### src/rtl/result_decoder_if.sv
`default_nettype none
// ============================================================================
// Module      : result_decoder_if
// Description : Upstream/downstream handshake bundle for result_decoder.
// Revision    : 1.0 - initial release
// ============================================================================
interface result_decoder_if #(
    parameter int CNT_W = 8
);
    logic             in_valid;
    logic             in_ready;
    logic [2:0]       in_cntrl;
    logic [3:0]       in_data;
    logic             in_parity;
    logic             out_valid;
    logic             out_ready;
    logic [7:0]       out_fcode;
    logic [3:0]       out_data;
    logic             out_perr;
    logic [CNT_W-1:0] err_count;

    modport master (
        output in_valid, in_cntrl, in_data, in_parity, out_ready,
        input  in_ready, out_valid, out_fcode, out_data, out_perr, err_count
    );

    modport slave (
        input  in_valid, in_cntrl, in_data, in_parity, out_ready,
        output in_ready, out_valid, out_fcode, out_data, out_perr, err_count
    );
endinterface
`default_nettype wire

### src/rtl/result_decoder.sv
`default_nettype none
// ============================================================================
// Module      : result_decoder
// Description : Parity-checking FIFO of ALU results with one-hot control
//               decode at the head. Macro PARITY_ERR_CNT_EN adds a
//               saturating parity-error counter.
// Revision    : 1.0 - initial release
// ============================================================================
module result_decoder #(
    parameter int DEPTH = 4,
    parameter int CNT_W = 8
) (
    input  wire logic        clk,
    input  wire logic        reset,
    result_decoder_if.slave  bus
);
    localparam int c_AW = $clog2(DEPTH);

    logic [2:0]  r_cntrl_mem [DEPTH];
    logic [3:0]  r_data_mem  [DEPTH];
    logic        r_perr_mem  [DEPTH];
    logic [c_AW:0] r_wr_ptr;
    logic [c_AW:0] r_rd_ptr;

    logic w_full;
    logic w_empty;
    logic w_push;
    logic w_pop;
    logic w_perr_in;

    // Extra pointer bit separates full (MSBs differ) from empty (equal).
    assign w_empty   = (r_wr_ptr == r_rd_ptr);
    assign w_full    = (r_wr_ptr[c_AW] != r_rd_ptr[c_AW]) &&
                       (r_wr_ptr[c_AW-1:0] == r_rd_ptr[c_AW-1:0]);
    assign w_push    = bus.in_valid && !w_full;
    assign w_pop     = !w_empty && bus.out_ready;
    assign w_perr_in = ~(^{bus.in_data, bus.in_parity});

    always_ff @(posedge clk or negedge reset) begin
        if (!reset) begin
            r_wr_ptr <= '0;
            r_rd_ptr <= '0;
        end else begin
            if (w_push) r_wr_ptr <= r_wr_ptr + 1'b1;
            if (w_pop)  r_rd_ptr <= r_rd_ptr + 1'b1;
        end
    end

    always_ff @(posedge clk) begin
        if (w_push) begin
            r_cntrl_mem[r_wr_ptr[c_AW-1:0]] <= bus.in_cntrl;
            r_data_mem[r_wr_ptr[c_AW-1:0]]  <= bus.in_data;
            r_perr_mem[r_wr_ptr[c_AW-1:0]]  <= w_perr_in;
        end
    end

    logic [2:0] w_head_cntrl;
    logic [3:0] w_head_data;
    logic       w_head_perr;

    assign w_head_cntrl = r_cntrl_mem[r_rd_ptr[c_AW-1:0]];
    assign w_head_data  = r_data_mem[r_rd_ptr[c_AW-1:0]];
    assign w_head_perr  = r_perr_mem[r_rd_ptr[c_AW-1:0]];

    assign bus.in_ready  = !w_full;
    assign bus.out_valid = !w_empty;

    // Head fields are forced to zero whenever nothing is buffered.
    always_comb begin
        bus.out_fcode = 8'h00;
        bus.out_data  = 4'h0;
        bus.out_perr  = 1'b0;
        if (!w_empty) begin
            bus.out_fcode = 8'h01 << w_head_cntrl;
            bus.out_data  = w_head_data;
            bus.out_perr  = w_head_perr;
        end
    end

`ifdef PARITY_ERR_CNT_EN
    logic [CNT_W-1:0] r_err_count;

    always_ff @(posedge clk or negedge reset) begin
        if (!reset) begin
            r_err_count <= '0;
        end else if (w_push && w_perr_in && !(&r_err_count)) begin
            r_err_count <= r_err_count + 1'b1;
        end
    end

    assign bus.err_count = r_err_count;
`else
    assign bus.err_count = {CNT_W{1'b0}};
`endif

endmodule
`default_nettype wire

### src/flat_wrapper.sv
// flat-port wrapper written by rule: the top's interface ports become plain ports
module result_decoder_flat 
#(
    parameter int DEPTH = 4,
    parameter int CNT_W = 8
)
  (clk, reset, bus_in_valid, bus_in_cntrl, bus_in_data, bus_in_parity, bus_out_ready, bus_in_ready, bus_out_valid, bus_out_fcode, bus_out_data, bus_out_perr, bus_err_count);
  result_decoder_if #(.CNT_W(CNT_W)) bus_i ();
  input  wire logic clk;
  input  wire logic reset;
  input wire logic [$bits(bus_i.in_valid)-1:0] bus_in_valid;
  input wire logic [$bits(bus_i.in_cntrl)-1:0] bus_in_cntrl;
  input wire logic [$bits(bus_i.in_data)-1:0] bus_in_data;
  input wire logic [$bits(bus_i.in_parity)-1:0] bus_in_parity;
  input wire logic [$bits(bus_i.out_ready)-1:0] bus_out_ready;
  output wire logic [$bits(bus_i.in_ready)-1:0] bus_in_ready;
  output wire logic [$bits(bus_i.out_valid)-1:0] bus_out_valid;
  output wire logic [$bits(bus_i.out_fcode)-1:0] bus_out_fcode;
  output wire logic [$bits(bus_i.out_data)-1:0] bus_out_data;
  output wire logic [$bits(bus_i.out_perr)-1:0] bus_out_perr;
  output wire logic [$bits(bus_i.err_count)-1:0] bus_err_count;
  assign bus_i.in_valid = bus_in_valid;
  assign bus_i.in_cntrl = bus_in_cntrl;
  assign bus_i.in_data = bus_in_data;
  assign bus_i.in_parity = bus_in_parity;
  assign bus_i.out_ready = bus_out_ready;
  assign bus_in_ready = bus_i.in_ready;
  assign bus_out_valid = bus_i.out_valid;
  assign bus_out_fcode = bus_i.out_fcode;
  assign bus_out_data = bus_i.out_data;
  assign bus_out_perr = bus_i.out_perr;
  assign bus_err_count = bus_i.err_count;
  result_decoder #(.DEPTH(DEPTH), .CNT_W(CNT_W)) u_core (.clk(clk), .reset(reset), .bus(bus_i));
endmodule
### config.mk
export PLATFORM = sky130hd
export DESIGN_NAME = result_decoder_flat
export DESIGN_NICKNAME = d
export VERILOG_FILES = /design/src/rtl/result_decoder_if.sv /design/src/rtl/result_decoder.sv /design/src/flat_wrapper.sv
export SDC_FILE = /design/constraint.sdc
export NUM_CORES = 1
export LEC_CHECK = 0
export CAP_MARGIN = 10
export CORE_MARGIN = 2
export CORE_UTILIZATION = 35
export CTS_CLUSTER_DIAMETER = 150
export CTS_CLUSTER_SIZE = 10
export DETAILED_ROUTE_END_ITERATION = 7
export GPL_TIMING_DRIVEN = 0
export PLACE_DENSITY = 0.64
export SLEW_MARGIN = 20
export SYNTH_ARGS = -nofsm -noshare
export SYNTH_HDL_FRONTEND = slang
export SYNTH_SLANG_ARGS = --single-unit
### constraint.sdc
create_clock -name clk -period 4.4 [get_ports clk]
set_clock_uncertainty 0.05 [all_clocks]
set_input_delay 0.88 -clock clk [delete_from_list [all_inputs] [get_ports clk]]
set_output_delay 0.88 -clock clk [all_outputs]
set_load 0.02 [all_outputs]
==> metrics.yaml <==
status:
  outcome: "finished clean"
power_and_ir_drop:
  p_clk_frac: 0.198
  intPower_mw: 1.13
  pwr-share-seq: 0.311
  net-switching-power_mw: 0.637
  leakagePower_nw: 0.845
  combinationalPowerShare: 0.490
  ir_drop_mv: 0.369
  powerDensity_nw_per_um2: 773
  p_sw_frac: 0.361
  finalPower_mw: 1.77
drt:
  num_vias: 987
  via_per_inst: 4.53
  drt_wl_total_mm: 3.06
  drc: 0
  antenna_left: 0
  wire_per_inst_microns: 14.0
  drt-pass1-iter-count: 4
  dr.first_iter.drc_count: 22
cells_and_area:
  seqCellArea_sq_um: 1110
  fill_cells: 442
  stdcell_area_sq_um: 2280
  synthToLayoutAreaGrowth_pct: 28.6
  fin_cells: 218
  drive_gt1_frac: 0.159
  multiInputGateArea_sq_um: 599
  num_antenna_cells: 0
  nNetsFinal: 167
placement:
  preCtsSetupSlack_ps: 1310
  numPlacedInstances: 210
  finalWeightedCongestion: 0.734
  portBuffers: 26
  hpwl_mm: 2.21
  postPlaceCellArea_sq_um: 2150
critical_path:
  cp_data_arrival_time_ps: 2430
  cp_data_required_time_ps: 3470
  end_kind: "output port"
  critPathKind: "flop to output port"
  critPathMaxFanout: 10
  rr_worst_depth: 3
  critPathLaunchType: "flop"
grt:
  grt-ovfl-total: 0
  use_met1: 0.149
  met3_usage: 0.0335
  grtUsageMet2: 0.212
  busiest_layer: "met2"
  grt_use_total: 0.122
  grt_pass1_wl_mm: 4.93
  antenna_found_initial: 0
  grt_start_max_net_pins: 14
  first_global_vias: 1004
timing:
  fin_crit_ps: 3360
  slew-limit-headroom: 0.462
  finalHoldViolCount: 0
  fmax_ghz: 0.298
  rsz0062_at_grt: "false"
  setup_slack_ps: 1040
  setup_viol: 0
  setup-tns-final_ps: 0
  finalCritPeriodShare: 0.763
  tightest_slew_ps: 801
  drv_slew: 0
clocking:
  hold_buffers: 0
  cts_setup_buffers: 0
  cts_buffers: 5
  clk_pin_slew_ps: 70
  clk_latency_ps: 280
  cts-root-buf: "clkbuf_8"
  htreeDepth: 2
  cts_resized: 0
  clockBufferDepth: 2
  cts.sinks: 38
  cts_tree: "done"
die:
  die_h_microns: 75.2
  initial_core_util: 0.369
  row_count: 25
  die-area_sq_um: 5660
  core-area_sq_um: 4820
  io_pins: 35
  die_w_microns: 75.2
synthesis:
  synth_ff_type: "edfxtp_1"
  synthArstFlopShare: 0.158
  postSynthAreaPerCell_sq_um: 16.1
  synth.most_common_cell: "edfxtp_1"
  synthTopCellsByArea: "edfxtp_1, dfrtp_1, mux4_1"
  synth_edf_count: 32
  synth_cell_types: 25
  synthTopCellsByCount: "edfxtp_1, xnor2_1, buf_4, nor2_1, dfrtp_1"
  synth_top_area_share: 0.541
  syn-cell-area_sq_um: 1780
  ys_warn_count: 0
  ys_seq_area_frac: 0.626
  yosysTopAreaCell: "edfxtp_1"
  ys_ff_latch: 38
  syn_inst: 110
job:
  maxCapViolations: 0
hold_path:
  worstHoldPathCells: 1
  hp-class: "flop to flop"
flip-flops by register name, summed over array words and instances (netlist names):
signal	cells
u_core.r_data_mem	16
u_core.r_cntrl_mem	12
u_core.r_wr_ptr	3
u_core.r_rd_ptr	3
u_core.r_perr_mem	4
cells in the final DEF (no fill, tap or decap), types with 3 or more instances in the layout:
master           count
and2_1               3
buf_4                8
clkbuf_8             5
clkdlybuf4s50_1     26
conb_1               8
dfrtp_1              6
edfxtp_1            32
ha_1                 5
inv_1                4
mux4_1               5
mux4_2               3
nor2_1               8
nor2b_1              5
xnor2_1             10
xor2_1               4
worst paths after layout:
path / slack (ps) / from / end
min in group asynchronous: 780 / reset / u_core.r_rd_ptr[2]
setup / recovery: 1040 / u_core.r_rd_ptr[0] / bus_out_fcode[0]
max in group asynchronous: 3300 / reset / u_core.r_wr_ptr[1]
hold / removal: 480 / u_core.r_wr_ptr[2] / u_core.r_wr_ptr[2]
setup reg to reg: 2360 / u_core.r_wr_ptr[0] / u_core.r_data_mem[3][0]
hold reg to reg: 480 / u_core.r_wr_ptr[2] / u_core.r_wr_ptr[2]
power groups by stage:
stage | Clock [mW] | Combinational, mW | Sequential, mW
6_report | 0.350 | 0.866 | 0.550
5_1_grt | 0.370 | 0.942 | 0.565
4_1_cts | 0.355 | 0.881 | 0.553
3_5_place_dp | 0 | 0.878 | 0.561
3_3_place_gp | 0 | 0.857 | 0.552
2_1_floorplan | 0 | 0.562 | 0.545
routing by layer:
layer / vias up / wire length [microns]
met5: - / 0
met2: 32 / 1510
met4: 0 / 31
met1: 478 / 1350
met3: 4 / 174
li1: 473 / -
area by class of cell:
class,count,share of cell area
Sequential cell,38,0.487
Multi-Input combinational cell,65,0.262
Timing Repair Buffer,26,0.114
Tap cell,67,0.0367
Buffer,10,0.0334
Clock buffer,5,0.0301
Clock inverter,3,0.0301
Inverter,4,0.00658
worst max-delay path, cell delays in order, from the launching register on:
cell and delay (ps):
dfrtp_1 400, buf_6 200, mux4_2 550, or2_1 260, nor2_1 110, clkdlybuf4s50_1 620
stage by stage:
step	hold slack, ps	utilization
floorplan	452	-
global placement	468	0.445
detailed placement	479	0.445
CTS	491	0.474
global route	519	0.474
finish	485	0.474
logic make-up (layout without fill, tap and decap cells):
group	count (synthesis)	after routing	synth area share
AO/OA/AOI/OAI	6	6	0.0282
XOR/XNOR	14	14	0.0691
adder cells (fa/ha/maj)	5	5	0.0352
buffers and inverters	14	48	0.0514
flip-flops	38	38	0.626
multiplexers	10	10	0.125
other	1	8	0.00211
AND/OR/NAND/NOR	22	22	0.0634
(Power assumes the default switching activity.)
